## config.mk

```make
export PLATFORM = sky130hd
export DESIGN_NAME = ex_cdb_stage
export DESIGN_NICKNAME = d
export VERILOG_FILES = /design/src/rtl/ex_cdb_stage.sv
export SDC_FILE = /design/constraint.sdc
export NUM_CORES = 2
export LEC_CHECK = 0
export ABC_AREA = 0
export CORE_UTILIZATION = 37
export CTS_CLUSTER_DIAMETER = 120
export DETAILED_ROUTE_END_ITERATION = 12
export MAX_ROUTING_LAYER = met4
export PLACE_DENSITY = 0.63
export SLEW_MARGIN = 20
export SYNTH_ARGS = -nofsm -noshare
export SYNTH_HDL_FRONTEND = slang
export SYNTH_SLANG_ARGS = --single-unit
```

## constraint.sdc

```tcl
create_clock -name clock -period 2.3 [get_ports clock]
set_clock_uncertainty 0.1 [all_clocks]
set_input_delay 0.46 -clock clock [delete_from_list [all_inputs] [get_ports clock]]
set_output_delay 0.46 -clock clock [all_outputs]
set_load 0.03 [all_outputs]
```

## src/rtl/ex_cdb_stage.sv

```systemverilog
// Execute stage: single-cycle ALU feeding a 2-entry result FIFO plus a fixed-latency
// multiplier pipeline, both arbitrated onto the one common data bus.
module ex_cdb_stage #(
    parameter int XLEN        = 32,
    parameter int TAG_W       = 5,
    parameter int MULT_STAGES = 4
) (
    input  logic             clock,
    input  logic             reset,
    input  logic             squash,
    input  logic             issue_valid,
    input  logic [2:0]       issue_op,
    input  logic [XLEN-1:0]  issue_rs1,
    input  logic [XLEN-1:0]  issue_rs2,
    input  logic [TAG_W-1:0] issue_tag,
    output logic             issue_ready,
    output logic             cdb_valid,
    output logic [TAG_W-1:0] cdb_tag,
    output logic [XLEN-1:0]  cdb_value
);

    localparam int SHAMT_W = $clog2(XLEN);

    typedef enum logic [2:0] {
        OP_ADD = 3'b000,
        OP_SUB = 3'b001,
        OP_AND = 3'b010,
        OP_OR  = 3'b011,
        OP_XOR = 3'b100,
        OP_SLL = 3'b101,
        OP_SLT = 3'b110,
        OP_MUL = 3'b111
    } op_e;

    op_e             op;
    logic            accept;
    logic            alu_push;
    logic            mul_push;
    logic [XLEN-1:0] alu_result;
    logic [XLEN-1:0] mul_low;

    logic [MULT_STAGES-1:0] mul_valid;
    logic [TAG_W-1:0]       mul_tag  [MULT_STAGES];
    logic [XLEN-1:0]        mul_data [MULT_STAGES];
    logic                   mul_done;

    logic [TAG_W-1:0] fifo_tag  [2];
    logic [XLEN-1:0]  fifo_data [2];
    logic             wr_ptr;
    logic             rd_ptr;
    logic [1:0]       fifo_count;
    logic             fifo_pop;

    assign op       = op_e'(issue_op);
    assign accept   = issue_valid & issue_ready & ~squash;
    assign mul_push = accept & (op == OP_MUL);
    assign alu_push = accept & (op != OP_MUL);
    assign mul_low  = issue_rs1 * issue_rs2;

    always_comb begin
        alu_result = '0;
        case (op)
            OP_ADD:  alu_result = issue_rs1 + issue_rs2;
            OP_SUB:  alu_result = issue_rs1 - issue_rs2;
            OP_AND:  alu_result = issue_rs1 & issue_rs2;
            OP_OR:   alu_result = issue_rs1 | issue_rs2;
            OP_XOR:  alu_result = issue_rs1 ^ issue_rs2;
            OP_SLL:  alu_result = issue_rs1 << issue_rs2[SHAMT_W-1:0];
            OP_SLT:  alu_result = {{(XLEN-1){1'b0}}, ($signed(issue_rs1) < $signed(issue_rs2))};
            default: alu_result = '0;
        endcase
    end

    // Product is formed on entry; later stages only delay it so latency stays exact.
    always_ff @(posedge clock or negedge reset) begin
        if (!reset) begin
            mul_valid <= '0;
            for (int i = 0; i < MULT_STAGES; i++) begin
                mul_tag[i]  <= '0;
                mul_data[i] <= '0;
            end
        end else begin
            if (squash)
                mul_valid <= '0;
            else
                mul_valid <= {mul_valid[MULT_STAGES-2:0], mul_push};
            mul_tag[0]  <= issue_tag;
            mul_data[0] <= mul_low;
            for (int i = 1; i < MULT_STAGES; i++) begin
                mul_tag[i]  <= mul_tag[i-1];
                mul_data[i] <= mul_data[i-1];
            end
        end
    end

    assign mul_done    = mul_valid[MULT_STAGES-1];
    assign fifo_pop    = (fifo_count != 2'd0) & ~mul_done;
    assign issue_ready = (fifo_count < 2'd2);

    always_ff @(posedge clock or negedge reset) begin
        if (!reset) begin
            wr_ptr     <= 1'b0;
            rd_ptr     <= 1'b0;
            fifo_count <= 2'd0;
            for (int i = 0; i < 2; i++) begin
                fifo_tag[i]  <= '0;
                fifo_data[i] <= '0;
            end
        end else if (squash) begin
            wr_ptr     <= 1'b0;
            rd_ptr     <= 1'b0;
            fifo_count <= 2'd0;
        end else begin
            if (alu_push) begin
                fifo_tag[wr_ptr]  <= issue_tag;
                fifo_data[wr_ptr] <= alu_result;
                wr_ptr            <= ~wr_ptr;
            end
            if (fifo_pop)
                rd_ptr <= ~rd_ptr;
            case ({alu_push, fifo_pop})
                2'b10:   fifo_count <= fifo_count + 2'd1;
                2'b01:   fifo_count <= fifo_count - 2'd1;
                default: fifo_count <= fifo_count;
            endcase
        end
    end

    // Multiplier completion has priority; a blocked ALU result simply waits in the FIFO.
    always_comb begin
        cdb_valid = 1'b0;
        cdb_tag   = '0;
        cdb_value = '0;
        if (mul_done) begin
            cdb_valid = 1'b1;
            cdb_tag   = mul_tag[MULT_STAGES-1];
            cdb_value = mul_data[MULT_STAGES-1];
        end else if (fifo_count != 2'd0) begin
            cdb_valid = 1'b1;
            cdb_tag   = fifo_tag[rd_ptr];
            cdb_value = fifo_data[rd_ptr];
        end
    end

endmodule
```

==> key figures <==
Floorplan
  • Initial core utilization: 37.6%
  • Die area: 0.0804 mm²
  • Boundary Pins: 115
  • Core area: 0.0780 mm²
  • Die W: 283 µm
  • Die Ht: 283 µm
  • Row count: 102

GRT
  • Grt met3 use: 3.57%
  • M2 GR Usage: 45.6%
  • Grt ovf: 0
  • Vias in the first global route: 27,800
  • Largest net degree at the start of global routing: 56
  • Initial antenna violation count: 5
  • GR Layer Usage met1: 39.5%
  • GRT Resource Usage Total: 29.3%
  • First-pass GRT wire length: 173,000 µm
  • Busiest grt layer: met2

Yosys
  • Synthesized flop and latch total: 230
  • Async SR Flop Fraction: 100%
  • Top_reg_cell synth: dfrtp_1
  • Post-Syn Area per Cell: 8.89 µm²
  • Post-Syn Area: 0.0293 mm²
  • Number of synthesized flops with an enable pin: 0
  • Post-synthesis sequential area ratio: 19.6%
  • Cells after synthesis: 3,298
  • Yosys cell types: 84
  • Yosys warnings: 0
  • Post-synth net total: 4,004

STA
  • Max Transition Viols Final: 0
  • Tightest Pin Transition: 0.608 ns
  • Hold Slack: 0.226 ns
  • Unrepaired setup endpoints after global routing: true
  • Minimum clock period: 6.58 ns
  • Tcrit/Tclk final: 286%
  • Slew margin rel.: 59.1%
  • Max Fclk: 152 MHz
  • Final Setup Violations: 121
  • Worst setup margin: -4.28 ns
  • Setup_tns: -151.40 ns
  • Final Hold Viols: 0

Worst setup path
  • CP max stage delay: 0.53 ns
  • Sum of buffers and inverters on the critical path: 7
  • CP delay by family, top: adder cells
  • Critical path class: input pin to register
  • Worst EP required: 2.65 ns
  • CP max-delay cell: fa_2
  • Crit. End Element: register
  • Setup crit start kind: input pin
  • FF-to-FF setup slack: 0.43 ns
  • Most used cell, CP: fa_1
  • Crit path DAT: 6.93 ns
  • Crit-path max FO: 4

Worst hold path
  • Worst min path class: register to register

Finish
  • Area delta synth->final: 42.9%
  • Share of cells above drive strength 1: 34.9%
  • Final nets: 4,794

Clocking
  • Htree depth: 1
  • TritonCTS clock tree: done
  • Clk Tree Root Cell: clkbuf_16
  • CTS clock-pin slew for the worst setup and hold paths: 0.06 ns
  • Worst skew pair latency: 0.54 ns
  • CTS Buf Count: 24
  • Clock Sinks: 230
  • Longest Clk Path Bufs: 3

Job
  • Max-cap violations: 0

Place
  • DPL Wire Length: 93,900 µm
  • RePlAce Congestion: 1.06
  • # port buffers: 114

Outcome
  • Failing checks: setup timing
  • Status: finished, violations left

Drt
  • Avg Vias per Cell: 5.27
  • ANT nets after route: 0
  • Wire per inst: 22.4 µm
  • TritonRoute pass-1 iters: 6
  • # DRC: 0
  • Final wirelength: 115,000 µm
  • DR vias: 27,100
  • Drt first-iter violations: 2,486
## cells by family after synthesis
kind of cell | Yosys count | synth area share, %
simple gates | 989 | 13.8
compound gates | 530 | 12.0
fa+ha+maj | 630 | 37.4
xor+xnor | 105 | 3.14
flops | 230 | 19.6
mux | 111 | 4.71
buf+inv | 703 | 9.31
## cells in the final DEF (no fill, tap or decap), types with 71 or more instances in the layout
| cell | synthesis | layout |
|---|---|---|
| nor2_1 | 375 | 319 |
| a21oi_1 | 150 | 105 |
| xnor2_1 | 83 | 71 |
| buf_4 | 3 | 674 |
| dfrtp_1 | 230 | 227 |
| buf_6 | 7 | 102 |
| fa_1 | 410 | 376 |
| ha_1 | 220 | 156 |
| nand2_1 | 470 | 458 |
| inv_1 | 507 | 453 |
## synthesized netlist by cell type, types with 7 or more instances
cell type	instances	area (µm²)
buf_6	7	78.8
inv_1	507	1900
dfrtp_1	230	5760
o31ai_1	14	105
o32a_1	7	70.1
nand3_1	17	85.1
a21oi_1	150	751
nor2_1	375	1410
xnor2_1	83	727
nand2_1	470	1760
and3_1	15	93.8
nor2b_1	14	87.6
mux4_2	19	428
o211ai_1	22	165
or3_1	8	50.1
a221o_1	9	90.1
a22oi_1	8	60.1
a211oi_1	25	188
o21ai_1	12	60.1
o21bai_1	15	113
nand2b_1	15	93.8
ha_1	220	2750
mux2i_1	66	661
clkbuf_1	139	522
buf_1	22	82.6
a21o_1	20	150
and2_1	8	50.1
o21a_1	11	82.6
mux2_2	26	293
o221ai_1	14	123
nor3_1	40	200
o21ai_0	128	641
fa_1	410	8210
xor2_1	22	193
a222oi_1	10	100
clkinv_1	11	41.3
a31oi_1	13	81.3
## stage by stage
stage	setup slack (ns)	instances	utilization (%)	cell area [µm²]
after floorplan	-4.48	3298	-	30300
after global placement	-5.31	4992	48.2	37600
after detailed placement	-5.38	4992	48.2	37600
after CTS	-4.15	5117	52.5	40900
after global routing	-4.42	5146	53.7	41900
final	-4.28	5147	53.7	41900
## state kept, by name, summed over array words and instances, names as in the netlist
signal and cells:
mul_data 128, fifo_data 64, mul_tag 20, fifo_tag 10
mul_valid 4, fifo_count 2, rd_ptr 1, wr_ptr 1
## cell type report
type / instances / area [µm²]
Timing Repair inverter: 1 / 8.76
Tap cell: 1040 / 1300
Timing Repair Buffer: 942 / 8550
Sequential cell: 230 / 5760
Antenna cell: 1 / 2.50
Clock inverter: 12 / 174
Multi-Input combinational cell: 2365 / 23300
Inverter: 524 / 2100
Fill cell: 6990 / 36100
Clock buffer: 32 / 702
## routing by layer
layer | routed length, µm | part of all wire (%)
met3 | 9250 | 8.0
met1 | 48300 | 42
met4 | 5030 | 4.4
met5 | 0 | 0
met2 | 52500 | 46
## path summary, 6_finish.rpt
kind,startpoint,endpoint,cells after the start
hold / removal,mul_data[52],mul_data[20],0
hold reg to reg,mul_data[52],mul_data[20],0
setup reg to reg,fifo_count[1],fifo_data[54],5
min in group asynchronous,reset,mul_data[31],2
max in group asynchronous,reset,mul_data[125],3
setup / recovery,issue_rs1[11],mul_data[127],27
## what timing repair did
item	CTS	global route
gates resized for setup	577	239
buffers inserted	99	44
cloned	1	0
hold buffers	1	0
setup endpoints to repair	134	141
endpoints found under the hold margin	35	0
pin swaps	231	140
Power is left out: the tool's default activity adds up to more than one toggle a clock period on the data nets, which glitch-free logic cannot reach.
